==> config.mk <==
export PLATFORM = sky130hd
export DESIGN_NAME = core_run_ctrl
export DESIGN_NICKNAME = d
export VERILOG_FILES = /design/src/rtl/core_run_ctrl.sv
export SDC_FILE = /design/constraint.sdc
export NUM_CORES = 1
export LEC_CHECK = 0
export ABC_AREA = 1
export CAP_MARGIN = 15
export CORE_ASPECT_RATIO = 0.6
export CORE_MARGIN = 3
export CORE_UTILIZATION = 43
export DETAILED_ROUTE_END_ITERATION = 10
export HOLD_SLACK_MARGIN = 0.02
export PLACE_DENSITY_LB_ADDON = 0.2
export SLEW_MARGIN = 25
export SYNTH_ARGS = -nofsm -noshare
export SYNTH_HDL_FRONTEND = slang
export SYNTH_SLANG_ARGS = --single-unit
==> constraint.sdc <==
create_clock -name clk -period 5.4 [get_ports clk]
set_input_delay 1.08 -clock clk [delete_from_list [all_inputs] [get_ports clk]]
set_output_delay 1.08 -clock clk [all_outputs]
set_load 0.1 [all_outputs]
==> src/rtl/core_run_ctrl.sv <==
// rtl/core_run_ctrl.sv - anneal run sequencer: phase timing, convergence check, result stream
module core_run_ctrl #(
    parameter int ARRAY_SIZE = 64,
    parameter int DATA_WIDTH = 32
) (
    input  logic                  clk,
    input  logic                  resetb,
    input  logic                  program_done,
    input  logic [DATA_WIDTH-1:0] weight_time_off,
    input  logic [DATA_WIDTH-1:0] rosc_time,
    input  logic [DATA_WIDTH-1:0] shil_time,
    input  logic [DATA_WIDTH-1:0] sample_delay,
    input  logic [DATA_WIDTH-1:0] sample_time,
    input  logic [DATA_WIDTH-1:0] max_fails,
    input  logic [DATA_WIDTH-1:0] problem_id,
    input  logic [ARRAY_SIZE-1:0] spin_in,
    output logic                  weight_en,
    output logic                  rosc_en,
    output logic                  shil_en,
    output logic                  sample_en,
    output logic                  m_valid,
    input  logic                  m_ready,
    output logic                  m_last,
    output logic [DATA_WIDTH-1:0] m_data,
    output logic                  core_done,
    output logic                  busy
);

    localparam int SPIN_WORDS = ARRAY_SIZE / DATA_WIDTH;
    localparam int NUM_WORDS  = SPIN_WORDS + 2;
    localparam int IDX_W      = $clog2(NUM_WORDS);
    localparam logic [IDX_W-1:0]      LAST_IDX = IDX_W'(NUM_WORDS - 1);
    localparam logic [DATA_WIDTH-1:0] ONE      = DATA_WIDTH'(1);

    localparam logic [3:0] S_IDLE   = 4'd0;
    localparam logic [3:0] S_WEIGHT = 4'd1;
    localparam logic [3:0] S_ROSC   = 4'd2;
    localparam logic [3:0] S_SHIL   = 4'd3;
    localparam logic [3:0] S_DELAY  = 4'd4;
    localparam logic [3:0] S_SAMPLE = 4'd5;
    localparam logic [3:0] S_CHECK  = 4'd6;
    localparam logic [3:0] S_OUT    = 4'd7;
    localparam logic [3:0] S_DONE   = 4'd8;

    logic [3:0]            state_q, state_d;
    logic [DATA_WIDTH-1:0] cnt_q, cnt_d;
    logic [DATA_WIDTH-1:0] attempts_q, attempts_d;
    logic [DATA_WIDTH-1:0] mismatch_q, mismatch_d;
    logic                  fail_q, fail_d;
    logic [ARRAY_SIZE-1:0] cur_spin_q, cur_spin_d;
    logic [ARRAY_SIZE-1:0] prev_spin_q, prev_spin_d;
    logic [IDX_W-1:0]      idx_q, idx_d;
    logic                  pd_q;
    logic                  pd_low_seen_q;
    logic                  start;
    logic                  cnt_zero;
    logic                  xfer;
    logic [DATA_WIDTH-1:0] mismatch_inc;
    logic                  unused_attempts_msb;

    // A duration of zero still occupies one cycle, so the counter holds N-1.
    function automatic logic [DATA_WIDTH-1:0] load_val(input logic [DATA_WIDTH-1:0] n);
        return (n == '0) ? '0 : n - ONE;
    endfunction

    // Only a genuine low-to-high transition launches a run; a level held across reset does not.
    assign start        = program_done && !pd_q && pd_low_seen_q;
    assign cnt_zero     = (cnt_q == '0);
    assign xfer         = m_valid && m_ready;
    assign mismatch_inc = mismatch_q + ONE;
    assign unused_attempts_msb = attempts_q[DATA_WIDTH-1];

    // Next-state, phase timing and convergence bookkeeping.
    always_comb begin
        state_d     = state_q;
        cnt_d       = cnt_q;
        attempts_d  = attempts_q;
        mismatch_d  = mismatch_q;
        fail_d      = fail_q;
        cur_spin_d  = cur_spin_q;
        prev_spin_d = prev_spin_q;
        idx_d       = idx_q;
        case (state_q)
            S_IDLE: if (start) begin
                state_d    = S_WEIGHT;
                cnt_d      = load_val(weight_time_off);
                attempts_d = '0;
                mismatch_d = '0;
                fail_d     = 1'b0;
            end
            S_WEIGHT: if (cnt_zero) begin
                state_d = S_ROSC;
                cnt_d   = load_val(rosc_time);
            end else cnt_d = cnt_q - ONE;
            S_ROSC: if (cnt_zero) begin
                state_d = S_SHIL;
                cnt_d   = load_val(shil_time);
            end else cnt_d = cnt_q - ONE;
            S_SHIL: if (cnt_zero) begin
                state_d = S_DELAY;
                cnt_d   = load_val(sample_delay);
            end else cnt_d = cnt_q - ONE;
            S_DELAY: if (cnt_zero) begin
                state_d = S_SAMPLE;
                cnt_d   = load_val(sample_time);
            end else cnt_d = cnt_q - ONE;
            S_SAMPLE: if (cnt_zero) begin
                state_d    = S_CHECK;
                cur_spin_d = spin_in;
            end else cnt_d = cnt_q - ONE;
            S_CHECK: begin
                attempts_d = attempts_q + ONE;
                if (max_fails == '0) begin
                    state_d = S_OUT;
                    idx_d   = '0;
                end else if (attempts_q == '0) begin
                    // First sample only seeds the comparison; retry skips WEIGHT.
                    prev_spin_d = cur_spin_q;
                    state_d     = S_ROSC;
                    cnt_d       = load_val(rosc_time);
                end else if (cur_spin_q == prev_spin_q) begin
                    state_d = S_OUT;
                    idx_d   = '0;
                end else begin
                    mismatch_d  = mismatch_inc;
                    prev_spin_d = cur_spin_q;
                    if (mismatch_inc == max_fails) begin
                        fail_d  = 1'b1;
                        state_d = S_OUT;
                        idx_d   = '0;
                    end else begin
                        state_d = S_ROSC;
                        cnt_d   = load_val(rosc_time);
                    end
                end
            end
            S_OUT: if (xfer) begin
                if (idx_q == LAST_IDX) state_d = S_DONE;
                else idx_d = idx_q + IDX_W'(1);
            end
            S_DONE:  state_d = S_IDLE;
            default: state_d = S_IDLE;
        endcase
    end

    // State and datapath registers.
    always_ff @(posedge clk or negedge resetb) begin
        if (!resetb) begin
            state_q       <= S_IDLE;
            cnt_q         <= '0;
            attempts_q    <= '0;
            mismatch_q    <= '0;
            fail_q        <= 1'b0;
            cur_spin_q    <= '0;
            prev_spin_q   <= '0;
            idx_q         <= '0;
            pd_q          <= 1'b0;
            pd_low_seen_q <= 1'b0;
        end else begin
            state_q     <= state_d;
            cnt_q       <= cnt_d;
            attempts_q  <= attempts_d;
            mismatch_q  <= mismatch_d;
            fail_q      <= fail_d;
            cur_spin_q  <= cur_spin_d;
            prev_spin_q <= prev_spin_d;
            idx_q       <= idx_d;
            pd_q        <= program_done;
            if (!program_done) pd_low_seen_q <= 1'b1;
        end
    end

    // Enables and stream controls decode straight from the state register.
    always_comb begin
        busy      = (state_q != S_IDLE);
        weight_en = (state_q >= S_WEIGHT) && (state_q <= S_SAMPLE);
        rosc_en   = (state_q >= S_ROSC) && (state_q <= S_SAMPLE);
        shil_en   = (state_q >= S_SHIL) && (state_q <= S_SAMPLE);
        sample_en = (state_q == S_SAMPLE);
        m_valid   = (state_q == S_OUT);
        m_last    = (state_q == S_OUT) && (idx_q == LAST_IDX);
        core_done = (state_q == S_DONE);
    end

    // Output word select: id, spin words low first, then status.
    always_comb begin
        m_data = '0;
        if (state_q == S_OUT) begin
            if (idx_q == '0) begin
                m_data = problem_id;
            end else if (idx_q == LAST_IDX) begin
                m_data = {fail_q, attempts_q[DATA_WIDTH-2:0]};
            end else begin
                for (int k = 0; k < SPIN_WORDS; k++) begin
                    if (idx_q == IDX_W'(k + 1)) m_data = cur_spin_q[k*DATA_WIDTH +: DATA_WIDTH];
                end
            end
        end
    end

endmodule

==> reports/metrics.csv <==
metric,value,unit
TritonRoute pass-1 iters,6,
first-pass GRT wire length,132,mm
GR Overflow Total,0,
net count after synthesis,3493,
worst slew pin tran,1.10,ns
die height,176,um
final cycle utilization of the critical path,76.7,%
Crit-path slowest cell,clkdlybuf4s50_1,
Hold Fails Final Rpt,0,
Slew Limit Headroom,26.2,%
"Critical Path, Cell by Cell","nor2_1, inv_1, o21ai_0, clkdlybuf4s50_1",
clock buffer depth,3,
switching pwr,4.28,mW
minimum clock period,4.14,ns
Finish-stage setup viols,0,
Clock Skew,0.0216,ns
IO buf count,331,
Adder-Cell Fraction of Synth Area,1.03,%
CTS Buf Count,23,
gp weighted congestion,1.04,
Sink Count,233,
Top delay family on crit path,buffers and inverters,
CTS tree,built,
Leakage,10.8,nW
Final ANT Viol Nets,0,
CORE AREA,46800,um2
pwr/cell area,355,nW/um2
initial antenna violation count,2,
largest net degree at the start of global routing,121,
main combinational cell family by area after synthesis,simple AND/OR/NAND/NOR gates,
Starting Density,44.0,%
Die Footprint,50600,um2
Synth Flop Type,dfrtp_1,
nets,3777,
# resized after CTS,0,
Fmax,0.241,GHz
Comb pwr share,52.1,%
"Largest stage delay, worst path",1.25,ns
via/cell ratio,5.74,
post-layout power,8.95,mW
"flops & latches, synth",233,
hold crit path type,flop to flop,
worst path arrival time,3.06,ns
Gate Count Post-Synth,3184,
Die X,289,um
layout cells sized above 1,8.12,%
register area share after synthesis,28.3,%
CP endpoint kind,output pin,
Setup Crit Path Kind,flop to output pin,
sequential share of power,29.5,%
DRT Wirelength,89.5,mm
IO Pins,332,
Syn. warnings,0,
post-CTS setup buffer count,0,
total vias in the final route,23611,
Avg WL per Cell,21.7,um
count of filler cells inserted in the layout,4596,
Int Pwr,4.67,mW
CP startpoint,state_q[2],
post-DP HPWL,72.2,mm
Synth Area in Compound Gates,11.7,%
DR DRC count,0,
mux share of post-synthesis cell area,6.17,%
TNS Setup,0,ns
Clock Latency Late Sink,0.53,ns
Worst Path Buf+Inv,2,
vias in the first global route,21638,
Syn-to-layout area delta,22.4,%
launch point of the worst reg-to-reg path,mismatch_q[3],
Post-synth EDFFs,0,
simple logic cell fraction of the synthesized area,37.2,%
CTS Hold Bufs,0,
RSZ-0062 raised after global routing,no,
status,completed,
VDD IR-drop max,0.220,mV
CTS root buffer,clkbuf_16,
CP Max Fanout,5,
"Slew Viols, Final",0,
Hold Startpoint,pd_low_seen_q,
Synth Area in XOR/XNOR,7.23,%
H-tree depth,1,
max cap viols,0,
"Data required, critical path",4.32,ns
row count,61,
Synth cell types,49,
switch share,47.8,%
Clock power frac,18.4,%
async set-reset flop share out of synthesis,100,%
DRT iter0 DRCs,3036,
synthesized cell area,20600,um2
Post-Layout Inst Area,25200,um2
GRT Util Overall,34.4,%
clock-pin slew on the worst setup and hold paths,0.07,ns
crit start category,flop,
average cell area after synthesis,6.47,um2
placed inst area,24500,um2
cell families (layout without fill, tap and decap cells):
logic type	after synthesis	in the layout
buffers and inverters	447	747
XOR/XNOR	170	170
flip-flops	233	233
adder cells (fa/ha/maj)	17	17
multiplexers	113	113
AND/OR/NAND/NOR	1761	1761
AO/OA/AOI/OAI	443	443
other	0	1
power groups by stage:
stage | registers (mW) | logic [mW] | clock network, mW
3_3_place_gp | 2.63 | 4.44 | 0
2_1_floorplan | 2.52 | 3.06 | 0
5_1_grt | 2.69 | 5.06 | 1.74
4_1_cts | 2.63 | 4.54 | 1.67
6_report | 2.64 | 4.66 | 1.65
3_5_place_dp | 2.66 | 4.51 | 0
per-stage QoR:
stage | hold slack (ns) | cells | util, % | worst slack [ns]
4_1_cts | 0.444 | 4114 | 53.9 | 1.27
6_report | 0.443 | 4115 | 53.9 | 1.26
2_1_floorplan | 0.414 | 3184 | - | 0.733
3_3_place_gp | 0.426 | 4073 | 52.3 | 1.18
3_5_place_dp | 0.429 | 4073 | 52.3 | 1.12
5_1_grt | 0.510 | 4115 | 53.9 | 1.19
sequential cells by signal, summed over array words and instances, names as in the netlist:
| signal | cells |
|---|---|
| attempts_q | 32 |
| cnt_q | 32 |
| cur_spin_q | 64 |
| fail_q | 1 |
| idx_q | 2 |
| mismatch_q | 32 |
| pd_low_seen_q | 1 |
| pd_q | 1 |
| prev_spin_q | 64 |
| state_q | 4 |
final timing paths:
kind	end	slack, ns	depth (start not counted)
hold / removal	pd_low_seen_q	0.44	2
max in group asynchronous	cur_spin_q[14]	3.78	2
setup reg to reg	cnt_q[23]	1.77	18
hold reg to reg	pd_low_seen_q	0.44	2
setup / recovery	rosc_en	1.26	4
min in group asynchronous	mismatch_q[11]	0.48	1
layer usage:
metal / GRT usage, % / vias to the layer above / part of all wire (%)
met5: 0 / - / 0.016
met4: 5.25 / 2 / 1.5
met3: 13.9 / 105 / 14
met2: 44.6 / 1219 / 38
met1: 52.9 / 11194 / 47
li1: - / 11091 / -
layout make-up:
type,count,area (um2),area share (%)
Tap cell,630,788,3.13
Timing Repair Buffer,362,3480,13.8
Multi-Input combinational cell,2504,13100,51.9
Antenna cell,1,2.50,0.00993
Sequential cell,233,5830,23.1
Clock inverter,11,119,0.472
Inverter,344,1290,5.12
Clock buffer,30,622,2.47
layout by cell type, fill, tap and decap left out, types with 11 or more instances in the layout:
| cell type | count |
|---|---|
| nand3_1 | 328 |
| o21ai_0 | 254 |
| nor4_1 | 25 |
| xnor2_1 | 87 |
| or2_2 | 22 |
| xor2_1 | 83 |
| a21oi_1 | 101 |
| nand2_2 | 17 |
| o22ai_1 | 24 |
| clkdlybuf4s50_1 | 296 |
| nor2_1 | 466 |
| buf_4 | 64 |
| nand3b_1 | 15 |
| nand4_1 | 90 |
| mux2_2 | 112 |
| ha_1 | 17 |
| nand2_1 | 715 |
| o31ai_1 | 11 |
| inv_1 | 336 |
| clkbuf_16 | 23 |
| dfrtp_1 | 233 |
| nor3_1 | 51 |
worst register-to-register path, delay by kind of cell (launching register included):
kind	cells	cell delay [ns]
flip-flops	1	0.45
AND/OR/NAND/NOR	18	3.12
cell usage after synthesis, types with 17 or more instances:
cell type	instances	share of area, %
nand2_1	717	13
nor2_1	468	8.5
inv_1	337	6.1
nand3_1	328	8.0
o21ai_0	254	6.2
dfrtp_1	233	28
mux2_2	112	6.1
a21oi_1	101	2.5
nand4_1	90	2.7
xnor2_1	87	3.7
clkbuf_1	84	1.5
xor2_1	83	3.5
nor3_1	52	1.3
nor4_1	25	0.76
o22ai_1	24	0.73
or2_2	22	0.67
ha_1	17	1.0
Power figures use the tool's default switching activity.
